File: src/rtl/pipeline_pkg.sv
// Shared pipeline types: opcodes, scoreboard entry, opcode classifiers.
// Imported by hazard_unit and multicycle_timer.
package pipeline_pkg;

  localparam int OP_CODE_LEN = 4;

  localparam logic [OP_CODE_LEN-1:0] OP_NOP  = 4'h0;
  localparam logic [OP_CODE_LEN-1:0] OP_ADD  = 4'h1;
  localparam logic [OP_CODE_LEN-1:0] OP_SUB  = 4'h2;
  localparam logic [OP_CODE_LEN-1:0] OP_MUL  = 4'h3;
  localparam logic [OP_CODE_LEN-1:0] OP_DIV  = 4'h4;
  localparam logic [OP_CODE_LEN-1:0] OP_MOD  = 4'h5;
  localparam logic [OP_CODE_LEN-1:0] OP_MOVR = 4'h6;
  localparam logic [OP_CODE_LEN-1:0] OP_AND  = 4'h7;
  localparam logic [OP_CODE_LEN-1:0] OP_OR   = 4'h8;
  localparam logic [OP_CODE_LEN-1:0] OP_MOVI = 4'h9;
  localparam logic [OP_CODE_LEN-1:0] OP_LDR  = 4'hA;
  localparam logic [OP_CODE_LEN-1:0] OP_STR  = 4'hB;
  localparam logic [OP_CODE_LEN-1:0] OP_CMP  = 4'hC;
  localparam logic [OP_CODE_LEN-1:0] OP_BEQ  = 4'hD;
  localparam logic [OP_CODE_LEN-1:0] OP_JMP  = 4'hE;

  localparam int DIV_LATENCY_DEF = 8;

  // Widest register address a scoreboard entry can hold;
  // narrower addresses are zero-extended into it.
  localparam int SB_ADDR_W = 8;

  typedef struct packed {
    logic                 wr;
    logic [SB_ADDR_W-1:0] dest;
  } sb_entry_t;

  function automatic logic writes_reg(
    input logic [OP_CODE_LEN-1:0] op
  );
    case (op)
      OP_ADD, OP_SUB, OP_MUL, OP_DIV,
      OP_MOD, OP_MOVR, OP_AND, OP_OR,
      OP_MOVI, OP_LDR: return 1'b1;
      default:         return 1'b0;
    endcase
  endfunction

  function automatic logic is_multicycle(
    input logic [OP_CODE_LEN-1:0] op
  );
    return (op == OP_DIV) || (op == OP_MOD);
  endfunction

endpackage

File: src/rtl/multicycle_timer.sv
// Down-counter that keeps a multicycle op resident in EXE.
// Ports: clk, rst_n, start (op enters EXE), busy (count nonzero).
module multicycle_timer
  import pipeline_pkg::*;
#(
  parameter int LATENCY = DIV_LATENCY_DEF
) (
  input  logic clk,
  input  logic rst_n,
  input  logic start,
  output logic busy
);

  localparam int CW =
    (LATENCY > 1) ? $clog2(LATENCY) : 1;
  // The entry cycle itself is the first EXE cycle,
  // so only LATENCY-1 extra cycles are counted.
  localparam logic [CW-1:0] LOAD = CW'(LATENCY - 1);

  logic [CW-1:0] cnt;

  always_ff @(posedge clk or negedge rst_n) begin
    if (!rst_n) begin
      cnt <= '0;
    end else if (start) begin
      cnt <= LOAD;
    end else if (cnt != '0) begin
      cnt <= cnt - 1'b1;
    end
  end

  assign busy = (cnt != '0);

endmodule

File: src/rtl/hazard_unit.sv
// RAW hazard detection over an EXE/MEM/WB write scoreboard plus
// multicycle EXE freeze. Ports: ID operands in; hazard/stall/busy/count out.
module hazard_unit
  import pipeline_pkg::*;
#(
  parameter int REG_ADDR_LEN = 4,
  parameter int DIV_LATENCY  = DIV_LATENCY_DEF,
  parameter int STALL_CNT_W  = 16
) (
  input  logic                    clk,
  input  logic                    rst_n,
  input  logic                    id_valid,
  input  logic [OP_CODE_LEN-1:0]  id_opCode,
  input  logic [REG_ADDR_LEN-1:0] id_dest,
  input  logic [REG_ADDR_LEN-1:0] id_src1,
  input  logic [REG_ADDR_LEN-1:0] id_src2,
  input  logic                    id_src1_en,
  input  logic                    id_src2_en,
  output logic                    hazard_detected,
  output logic                    exe_stall,
  output logic                    div_busy,
  output logic [STALL_CNT_W-1:0]  stall_count
);

  sb_entry_t sb_exe;
  sb_entry_t sb_mem;
  sb_entry_t sb_wb;
  sb_entry_t exe_in;

  logic [SB_ADDR_W-1:0] src1;
  logic [SB_ADDR_W-1:0] src2;
  logic hit1;
  logic hit2;
  logic raw;
  logic issue;
  logic div_start;

  function automatic logic hit(
    input sb_entry_t            e,
    input logic [SB_ADDR_W-1:0] r
  );
    return e.wr && (e.dest == r);
  endfunction

  assign src1 = SB_ADDR_W'(id_src1);
  assign src2 = SB_ADDR_W'(id_src2);

  // No bypass: WB still counts because the
  // register file write lands at the end of WB.
  assign hit1 = hit(sb_exe, src1) |
                hit(sb_mem, src1) |
                hit(sb_wb, src1);
  assign hit2 = hit(sb_exe, src2) |
                hit(sb_mem, src2) |
                hit(sb_wb, src2);

  assign raw = id_valid &
               ((id_src1_en & hit1) |
                (id_src2_en & hit2));

  assign hazard_detected = raw | div_busy;
  assign exe_stall       = div_busy;

  assign issue     = id_valid & ~hazard_detected;
  assign div_start = issue & is_multicycle(id_opCode);

  assign exe_in.wr   = issue & writes_reg(id_opCode);
  assign exe_in.dest = SB_ADDR_W'(id_dest);

  multicycle_timer #(
    .LATENCY (DIV_LATENCY)
  ) u_timer (
    .clk   (clk),
    .rst_n (rst_n),
    .start (div_start),
    .busy  (div_busy)
  );

  // While EXE is frozen the held op stays put and
  // MEM receives a bubble behind it.
  always_ff @(posedge clk or negedge rst_n) begin
    if (!rst_n) begin
      sb_exe <= '0;
      sb_mem <= '0;
      sb_wb  <= '0;
    end else if (!exe_stall) begin
      sb_exe <= exe_in;
      sb_mem <= sb_exe;
      sb_wb  <= sb_mem;
    end else begin
      sb_mem <= '0;
      sb_wb  <= sb_mem;
    end
  end

  always_ff @(posedge clk or negedge rst_n) begin
    if (!rst_n) begin
      stall_count <= '0;
    end else if (hazard_detected &&
                 (stall_count != '1)) begin
      stall_count <= stall_count + 1'b1;
    end
  end

endmodule

File: config.mk
export PLATFORM = sky130hd
export DESIGN_NAME = hazard_unit
export DESIGN_NICKNAME = d
export VERILOG_FILES = /design/src/rtl/pipeline_pkg.sv /design/src/rtl/multicycle_timer.sv /design/src/rtl/hazard_unit.sv
export SDC_FILE = /design/constraint.sdc
export NUM_CORES = 1
export LEC_CHECK = 0
export CORE_UTILIZATION = 54
export CTS_CLUSTER_SIZE = 16
export DETAILED_ROUTE_END_ITERATION = 12
export GPL_TIMING_DRIVEN = 0
export PLACE_DENSITY = 0.84
export SYNTH_ARGS = -nofsm -noshare
export SYNTH_HDL_FRONTEND = slang
export SYNTH_SLANG_ARGS = --single-unit
File: constraint.sdc
create_clock -name clk -period 5.6 [get_ports clk]
set_input_delay 1.68 -clock clk [delete_from_list [all_inputs] [get_ports clk]]
set_output_delay 1.68 -clock clk [all_outputs]
set_load 0.02 [all_outputs]
## Yosys cells after proc, flatten, opt, wreduce, memory -nomap -nowiden

Memory sizes are Yosys's and may differ from the RTL's.
Index checks and enable logic that the tools add are counted.
W data, S select, Z words.

| storage, ports and cells | value |
|---|---|
| register bits | 42 |
| memory bits (read-only) | 16 |
| input port bits | 21 |
| logic and storage cells | 46 |
| memories | 1 |

Memory list:

| memory | depth | bits a word | read ports | clocked after Yosys merged registers in | write ports | line | RTL |
|---|---|---|---|---|---|---|---|
| (no name shown) | 16 | 1 | 1 | 0 | 0 | pipeline_pkg.sv:37 | `case (op)` |

| operators by class | value |
|---|---|
| add/subtract/negate cells | 2 |
| eq/ne operators | 9 |
| mux-type cells | 3 |
| bitwise logic cells | 13 |
| reductions and logical operators | 10 |

Operators by type and width:

| cell | number |
|---|---|
| $eq A8 B4 Y1 | 4 |
| $add A16 B1 Y16 const B | 1 |
| $ne A16 B16 Y1 const B | 1 |
| $mux W9 | 1 |
| $eq A4 B3 Y1 const B | 2 |
| $eq A4 B4 Y1 | 2 |
| $logic_and A1 B1 Y1 | 7 |
| $and A1 B1 Y1 | 6 |
| $mux W3 | 2 |
| $or A1 B1 Y1 | 6 |
| $reduce_bool A3 Y1 | 1 |
| $sub A3 B1 Y3 const B | 1 |
| $reduce_bool A2 Y1 | 1 |
| $logic_or A1 B1 Y1 | 1 |
| $not A1 Y1 | 1 |

## Logic depth before layout (Yosys ltp)

Gate-level depths: netlist (run 1).

| depth | value |
|---|---|
| depth after elaboration | 12 |
| depth in mapped cells | 9 |
| depth with buffers taken out | 8 |

## Cells and area by module

A second synthesis (run 1) with hierarchy kept.

| unflattened totals | value |
|---|---|
| cell total of the unflattened synthesis | 164 |
| area total of the unflattened synthesis | 1,829.3 um^2 |

By module, submodules not included:

| module | times used | cells each | area an instance (um^2) |
|---|---|---|---|
| hazard_unit | 1 | 147 | 1,650.3 |
| multicycle_timer | 1 | 17 | 178.9 |

## Worst setup path before layout (run 1)

OpenSTA, ideal clock, no wires.

| timing | value |
|---|---|
| path type | input-to-output |
| start | input id_src2[1] |
| end | output hazard_detected |
| arrival time | 2,728 ps |
| path slack | 1,192 ps |
| stages on the path | 5 |
| path buffers | 0 |
| cell sequence | xor2_1 nor4_1 nor4_2 a21boi_4 nand2b_1 |

| on the way | value |
|---|---|
| longest elaborated chain between the ends | 8 |

Ends and longest elaborated chain:

| item | line | RTL |
|---|---|---|
| start: declaration | hazard_unit.sv:16 | `input logic [REG_ADDR_LEN-1:0] id_src2,` |
| $eq A8 B4 Y1 / $eq A4 B4 Y1 (equally long branches) | hazard_unit.sv:42 | `return e.wr && (e.dest == r);` |
| $logic_and A1 B1 Y1 | hazard_unit.sv:42 |  |
| $or A1 B1 Y1 | hazard_unit.sv:53 | `assign hit2 = hit(sb_exe, src2) \|` |
| $or A1 B1 Y1 (*) | hazard_unit.sv:54 | `hit(sb_mem, src2) \|` |
| $and A1 B1 Y1 (*) | hazard_unit.sv:59 | `(id_src2_en & hit2));` |
| $or A1 B1 Y1 (*) | hazard_unit.sv:58 | `((id_src1_en & hit1) \|` |
| $and A1 B1 Y1 (*) | hazard_unit.sv:57 | `assign raw = id_valid &` |
| $or A1 B1 Y1 (*) | hazard_unit.sv:61 | `assign hazard_detected = raw \| div_busy;` |
| end: declaration | hazard_unit.sv:19 | `output logic hazard_detected,` |

Mark *: on every way between the ends. The rest lies on a longest branch, timed or not.

## Final worst setup path (run 1)

| timing | value |
|---|---|
| start | input id_src1[0] |
| end | output hazard_detected |

| on the way | value |
|---|---|
| longest elaborated chain between the ends | 8 |

Ends and longest elaborated chain:

| item | line | RTL |
|---|---|---|
| start: declaration | hazard_unit.sv:15 | `input logic [REG_ADDR_LEN-1:0] id_src1,` |
| $eq A8 B4 Y1 / $eq A4 B4 Y1 (equally long branches) | hazard_unit.sv:42 |  |
| $logic_and A1 B1 Y1 | hazard_unit.sv:42 |  |
| $or A1 B1 Y1 | hazard_unit.sv:50 | `assign hit1 = hit(sb_exe, src1) \|` |
| $or A1 B1 Y1 (*) | hazard_unit.sv:51 | `hit(sb_mem, src1) \|` |
| $and A1 B1 Y1 (*) | hazard_unit.sv:58 |  |
| $or A1 B1 Y1 (*) | hazard_unit.sv:58 |  |
| $and A1 B1 Y1 (*) | hazard_unit.sv:57 |  |
| $or A1 B1 Y1 (*) | hazard_unit.sv:61 |  |

Marks and branches as above.

==> results of run 1 <==
logic make-up (layout without fill, tap and decap cells):
logic type               after synthesis  in the layout  synth area share (%)
AO/OA/AOI/OAI                         12             12                  6.58
XOR/XNOR                              39             39                  18.7
adder cells (fa/ha/maj)                3              3                  2.06
buffers and inverters                 10             58                  2.88
flip-flops                            34             34                  46.6
multiplexers                           1              1                 0.822
AND/OR/NAND/NOR                       67             67                  22.4
how the worst max path moves through the flow:
stage,endpoint,depth (start not counted)
finish,hazard_detected,7
global route,hazard_detected,8
CTS,hazard_detected,7
detailed placement,hazard_detected,8
global placement,hazard_detected,8
floorplan,hazard_detected,5
metal layers:
layer	track usage (%)	part of all wire (%)	wire [um]
met5	0	0	0
met4	11.3	2.0	74
met2	34.2	48	1750
met3	4.33	4.2	154
met1	27.8	46	1680
flip-flops by register name (all words and copies together) (netlist names):
name,flops
u_timer.cnt,3
sb_mem,5
sb_wb,5
stall_count,16
sb_exe,5
through the flow:
| stage | setup WS, ps | TNS [ps] | utilization [%] | cell area, um^2 |
|---|---|---|---|---|
| final | 126 | 0 | 74.7 | 2340 |
| after global routing | -1.99 | -1.99 | 74.7 | 2340 |
| after CTS | 17.1 | 0 | 74.2 | 2320 |
| after detailed placement | 2.49 | 0 | 72.5 | 2270 |
| after global placement | 24.2 | 0 | 72.6 | 2270 |
| after floorplan | 1190 | 0 | - | 1830 |
repair_timing:
action                     4_1_cts  5_1_grt
pin swaps                        0        1
gates resized for setup          1        0
buffers inserted                 0        2
setup endpoints to repair        1        1
area by class of cell:
class | count | area (um^2) | share of cell area (%)
multi-input combinational | 122 | 930 | 39.8
sequential | 34 | 851 | 36.4
timing repair buffer | 41 | 400 | 17.1
tap | 44 | 55.1 | 2.36
clock buffer | 5 | 37.5 | 1.61
buffer | 5 | 33.8 | 1.45
inverter | 5 | 18.8 | 0.803
clock inverter | 2 | 10.0 | 0.428
worst register-to-register path: stages (launching register included):
cell and delay, ps:
dfrtp_1 430, xnor2_1 160, nand3_1 110, nor4_2 50, nor4_2 420, a21boi_4 110, buf_4 170, o32ai_4 190
buf_8 190, mux2_4 300
cell usage in the layout (no fill, tap or decap), types with 2 or more instances in the layout:
| cell type | instances |
|---|---|
| nand3_1 | 12 |
| nor2b_1 | 2 |
| clkbuf_4 | 5 |
| clkbuf_1 | 2 |
| and2_1 | 5 |
| nor2_1 | 8 |
| nor4_2 | 7 |
| xnor2_1 | 9 |
| nor3_1 | 4 |
| nand2_1 | 18 |
| nor3_2 | 5 |
| a21oi_1 | 3 |
| xor2_1 | 30 |
| buf_4 | 3 |
| ha_1 | 3 |
| clkdlybuf4s50_1 | 38 |
| clkinv_2 | 2 |
| dfrtp_1 | 34 |
| a211oi_1 | 2 |
| inv_1 | 5 |
report_power, final:
part | switching (mW) | total [mW] | internal, mW
registers | 0.0735 | 0.389 | 0.316
logic | 0.210 | 0.398 | 0.188
clock network | 0.0816 | 0.127 | 0.0451
total | 0.365 | 0.914 | 0.549
==> results.yml, run 1 <==
outcome:
  outcome: "finished clean"
routing:
  totalWireLength_mm: 3.65
  via_count: 1378
  dr.first_iter.drc_count: 43
  drc: 0
  drtPass1Iterations: 4
  postRouteAntennaNets: 0
  wl_per_cell_um: 14.2
  vias_per_cell: 5.34
power_and_ir_drop:
  peakVddDrop_mv: 0.248
  p_leak_nw: 1.04
  p_total_uw: 914
  pwr_density_cell_nw_per_um2: 391
final_layout:
  fin_cells: 258
  area_growth_pct: 27.9
  diodes: 0
  nFillCells: 238
  nets: 238
  drive_above_1_share_pct: 14.0
logic_synthesis:
  ys_top_cells_by_area: "dfrtp_1, xor2_1, xnor2_1"
  synthFlopType: "dfrtp_1"
  synth_top_cells_by_count: "dfrtp_1, xor2_1, nand2_1, nand3_1, xnor2_1"
  yosysMostFrequentCell: "dfrtp_1"
  syn_inst: 166
  syn_avg_cell_area_um2: 11.0
  synth_edf_count: 0
  syn-num-nets: 190
  ys_async_sr_fraction_pct: 100
  synth_cell_type_count: 33
  yosysTopAreaCell: "dfrtp_1"
  ys_seq_area_share_pct: 46.6
  synth-seq-cells: 34
  synth_area_um2: 1830
  ys_warn_count: 0
  synth_top_area_share_pct: 46.6
worst_setup_path:
  path_cells: "clkdlybuf4s50_1, xor2_1, nor3_1, a41oi_1, a21boi_4, nand2b_1, clkdlybuf4s50_1"
  crit_slowest_cell: "clkdlybuf4s50_1"
  worstPathRequired_ps: 3920
  cpPeakStageDelay_ps: 600
  startpoint_type: "primary input"
  r2r_slack_ps: 3370
  path_class: "primary input to output port"
  r2r_cells: 9
  arrival_ps: 3790
  critical-path-top-delay-family: "buffers and inverters"
  path_common_cell: "clkdlybuf4s50_1"
  worst_setup_path_end_kind: "output port"
  cp.buffers_inverters: 2
  startpoint: "id_src1[0]"
  path_max_fanout: 3
  timing.rr.end: "stall_count[1]"
  reg2reg_from: "sb_mem[2]"
hold_path:
  min_to: "sb_wb[8]"
  hp-start: "sb_mem[8]"
  hp-class: "flip-flop to flip-flop"
  min_path_cells: 0
clock_tree:
  ctsHoldBuffers: 0
  clk_path_buf_depth: 2
  clk_pin_slew_ps: 100
  cts_tree: "built"
  cts.sinks: 34
  numCtsBuffers: 5
  cts-htree-levels: 2
  cts_root_buffer: "clkbuf_4"
  insertion_delay_ps: 340
floorplanning:
  start_util_pct: 58.4
  rows: 20
  dieArea_um2: 3620
  ioPinCount: 40
  core_area_um2: 3130
  die_y_um: 60.2
  chipWidth_um: 60.2
timing:
  slew_headroom_pct: 50.5
  hold_ws_ps: 444
  timing.final.hold_violations: 0
  fmaxAchievable_mhz: 183
  finalMaxSlewViolations: 0
  min_period_ps: 5470
  clock_skew_ps: 12.3
  worst_pin_slew_ps: 742
  fin_crit_sh_pct: 97.7
  setup_violations: 0
global_routing:
  overflow: 0
  grt_pass1_vias: 1314
  antenna_found_initial: 0
  grt_usage_pct: 21.7
  grt_max_degree: 35
  grt_pass1_wl_mm: 5.64
run:
  cap_violations: 0
place:
  placed_cells: 249
  gp_congestion: 0.810
  hpwl_mm: 2.80
  port_buffers: 39
No activity file was read; power rests on OpenSTA's default activity.
==> run 2, diff against run 1 <==
--- a/config.mk
+++ b/config.mk
@@ -10,6 +10,8 @@
 export DETAILED_ROUTE_END_ITERATION = 12
 export GPL_TIMING_DRIVEN = 0
 export PLACE_DENSITY = 0.84
+export RECOVER_POWER = 50
+export SLEW_MARGIN = 20
 export SYNTH_ARGS = -nofsm -noshare
 export SYNTH_HDL_FRONTEND = slang
 export SYNTH_SLANG_ARGS = --single-unit
==> results.yml, run 2 (same netlist as run 1, synthesis figures left out) <==
worst_setup_path:
  startpoint_type: "primary input"
  r2r_cells: 9
  path_class: "primary input to output port"
  arrival_ps: 3810
  timing.rr.end: "stall_count[1]"
  reg2reg_from: "sb_mem[2]"
  worstPathRequired_ps: 3920
  path_max_fanout: 3
  r2r_slack_ps: 3360
  worst_setup_path_end_kind: "output port"
  startpoint: "id_src1[0]"
floorplanning:
  dieArea_um2: 3620
  rows: 20
  core_area_um2: 3130
  chipWidth_um: 60.2
  die_y_um: 60.2
  start_util_pct: 58.4
  ioPinCount: 40
timing:
  clock_skew_ps: 12.4
  hold_ws_ps: 444
  worst_slack_ps: 114
  fin_crit_sh_pct: 98.0
  slew_headroom_pct: -18.8
  timing.final.hold_violations: 0
  setup_violations: 0
  min_period_ps: 5490
  worst_pin_slew_ps: 1780
  fmaxAchievable_mhz: 182
  fin_tns_setup_ps: 0
  finalMaxSlewViolations: 35
power_and_ir_drop:
  comb_power_share_pct: 43.5
  seq_power_share_pct: 42.6
  swShare_pct: 40.0
  peakVddDrop_mv: 0.249
  p_total_uw: 913
  pwr_density_cell_nw_per_um2: 391
  p_switching_uw: 365
  intPower_uw: 548
  p_leak_nw: 1.04
  clock_power_share_pct: 13.9
clock_tree:
  clk_path_buf_depth: 2
  ctsHoldBuffers: 0
  insertion_delay_ps: 340
  cts-htree-levels: 2
  cts_root_buffer: "clkbuf_4"
  cts_tree: "built"
  numCtsBuffers: 5
  cts.sinks: 34
  clk_pin_slew_ps: 100
final_layout:
  nets: 238
  diodes: 0
  largest_register_ffs: 16
  area_growth_pct: 27.8
  largest_register: "stall_count"
  nFillCells: 239
  final_cell_mix: "clkdlybuf4s50_1, dfrtp_1, xor2_1"
  drive_above_1_share_pct: 13.6
routing:
  drtPass1Iterations: 4
  wl_met1_mm: 1.67
  routed-wl-met3_um: 159
  vias_per_cell: 5.33
  wl_per_cell_um: 14.2
  dr_wl_met2_mm: 1.74
  top_layer: "met4"
  drc: 0
  totalWireLength_mm: 3.65
  postRouteAntennaNets: 0
  via_count: 1376
  dr.first_iter.drc_count: 43
place:
  port_buffers: 39
  gp_congestion: 0.810
  pre_cts_ws_ps: 2.49
  hpwl_mm: 2.80
hold_path:
  hp-start: "sb_mem[8]"
  min_to: "sb_wb[8]"
  min_path_cells: 0
  hp-class: "flip-flop to flip-flop"
outcome:
  failed_checks: "max-capacitance violations, max-slew violations"
  outcome: "finished, violations left"
global_routing:
  grt_usage_pct: 21.7
  grt_pass1_vias: 1314
  overflow: 0
  grt_pass1_wl_mm: 5.64
  grt_max_degree: 35
  antenna_found_initial: 0
run:
  cap_violations: 1
run 2: layer usage:
metal,vias to the layer above,track usage (%)
li1,659,-
met1,667,27.8
met2,39,34.2
met3,11,4.33
met4,0,11.3
met5,-,0
run 2: critical path: stages:
cell and delay (ps):
clkdlybuf4s50_1 480, xor2_1 190, nor3_1 240, a41oi_1 250, a21boi_4 230, nand2b_1 120
clkdlybuf4s50_1 600
run 2: area by class of cell:
class	count	area [um^2]	share of cell area, %
buffer	5	33.8	1.45
inverter	5	18.8	0.804
tap	44	55.1	2.36
timing repair buffer	41	399	17.1
clock inverter	2	10.0	0.429
sequential	34	851	36.4
clock buffer	5	37.5	1.61
multi-input combinational	122	930	39.8
run 2: how the worst max path moves through the flow:
stage	to	slack (ps)	depth (start not counted)
finish	hazard_detected	110	7
global route	hazard_detected	-2	8
CTS	hazard_detected	20	7
detailed placement	hazard_detected	2	8
global placement	hazard_detected	20	8
floorplan	hazard_detected	1190	5
run 2: stage by stage:
stage,std cells,utilization (%),instance area [um^2]
final,258,74.6,2330
after global routing,258,74.6,2330
after CTS,256,74.2,2320
after detailed placement,249,72.5,2270
after global placement,249,72.6,2270
after floorplan,166,-,1830
run 2: timing repair:
action	CTS	global route
setup endpoints to repair	1	1
gates cloned	0	0
pin swaps	0	1
buffers inserted	0	2
gates resized for setup	1	0
run 2: power by group through the flow:
stage | logic (mW) | clock network [mW] | registers [mW]
finish | 0.397 | 0.127 | 0.389
global route | 0.430 | 0.136 | 0.399
CTS | 0.400 | 0.131 | 0.388
detailed placement | 0.397 | 0 | 0.393
global placement | 0.381 | 0 | 0.385
floorplan | 0.226 | 0 | 0.412
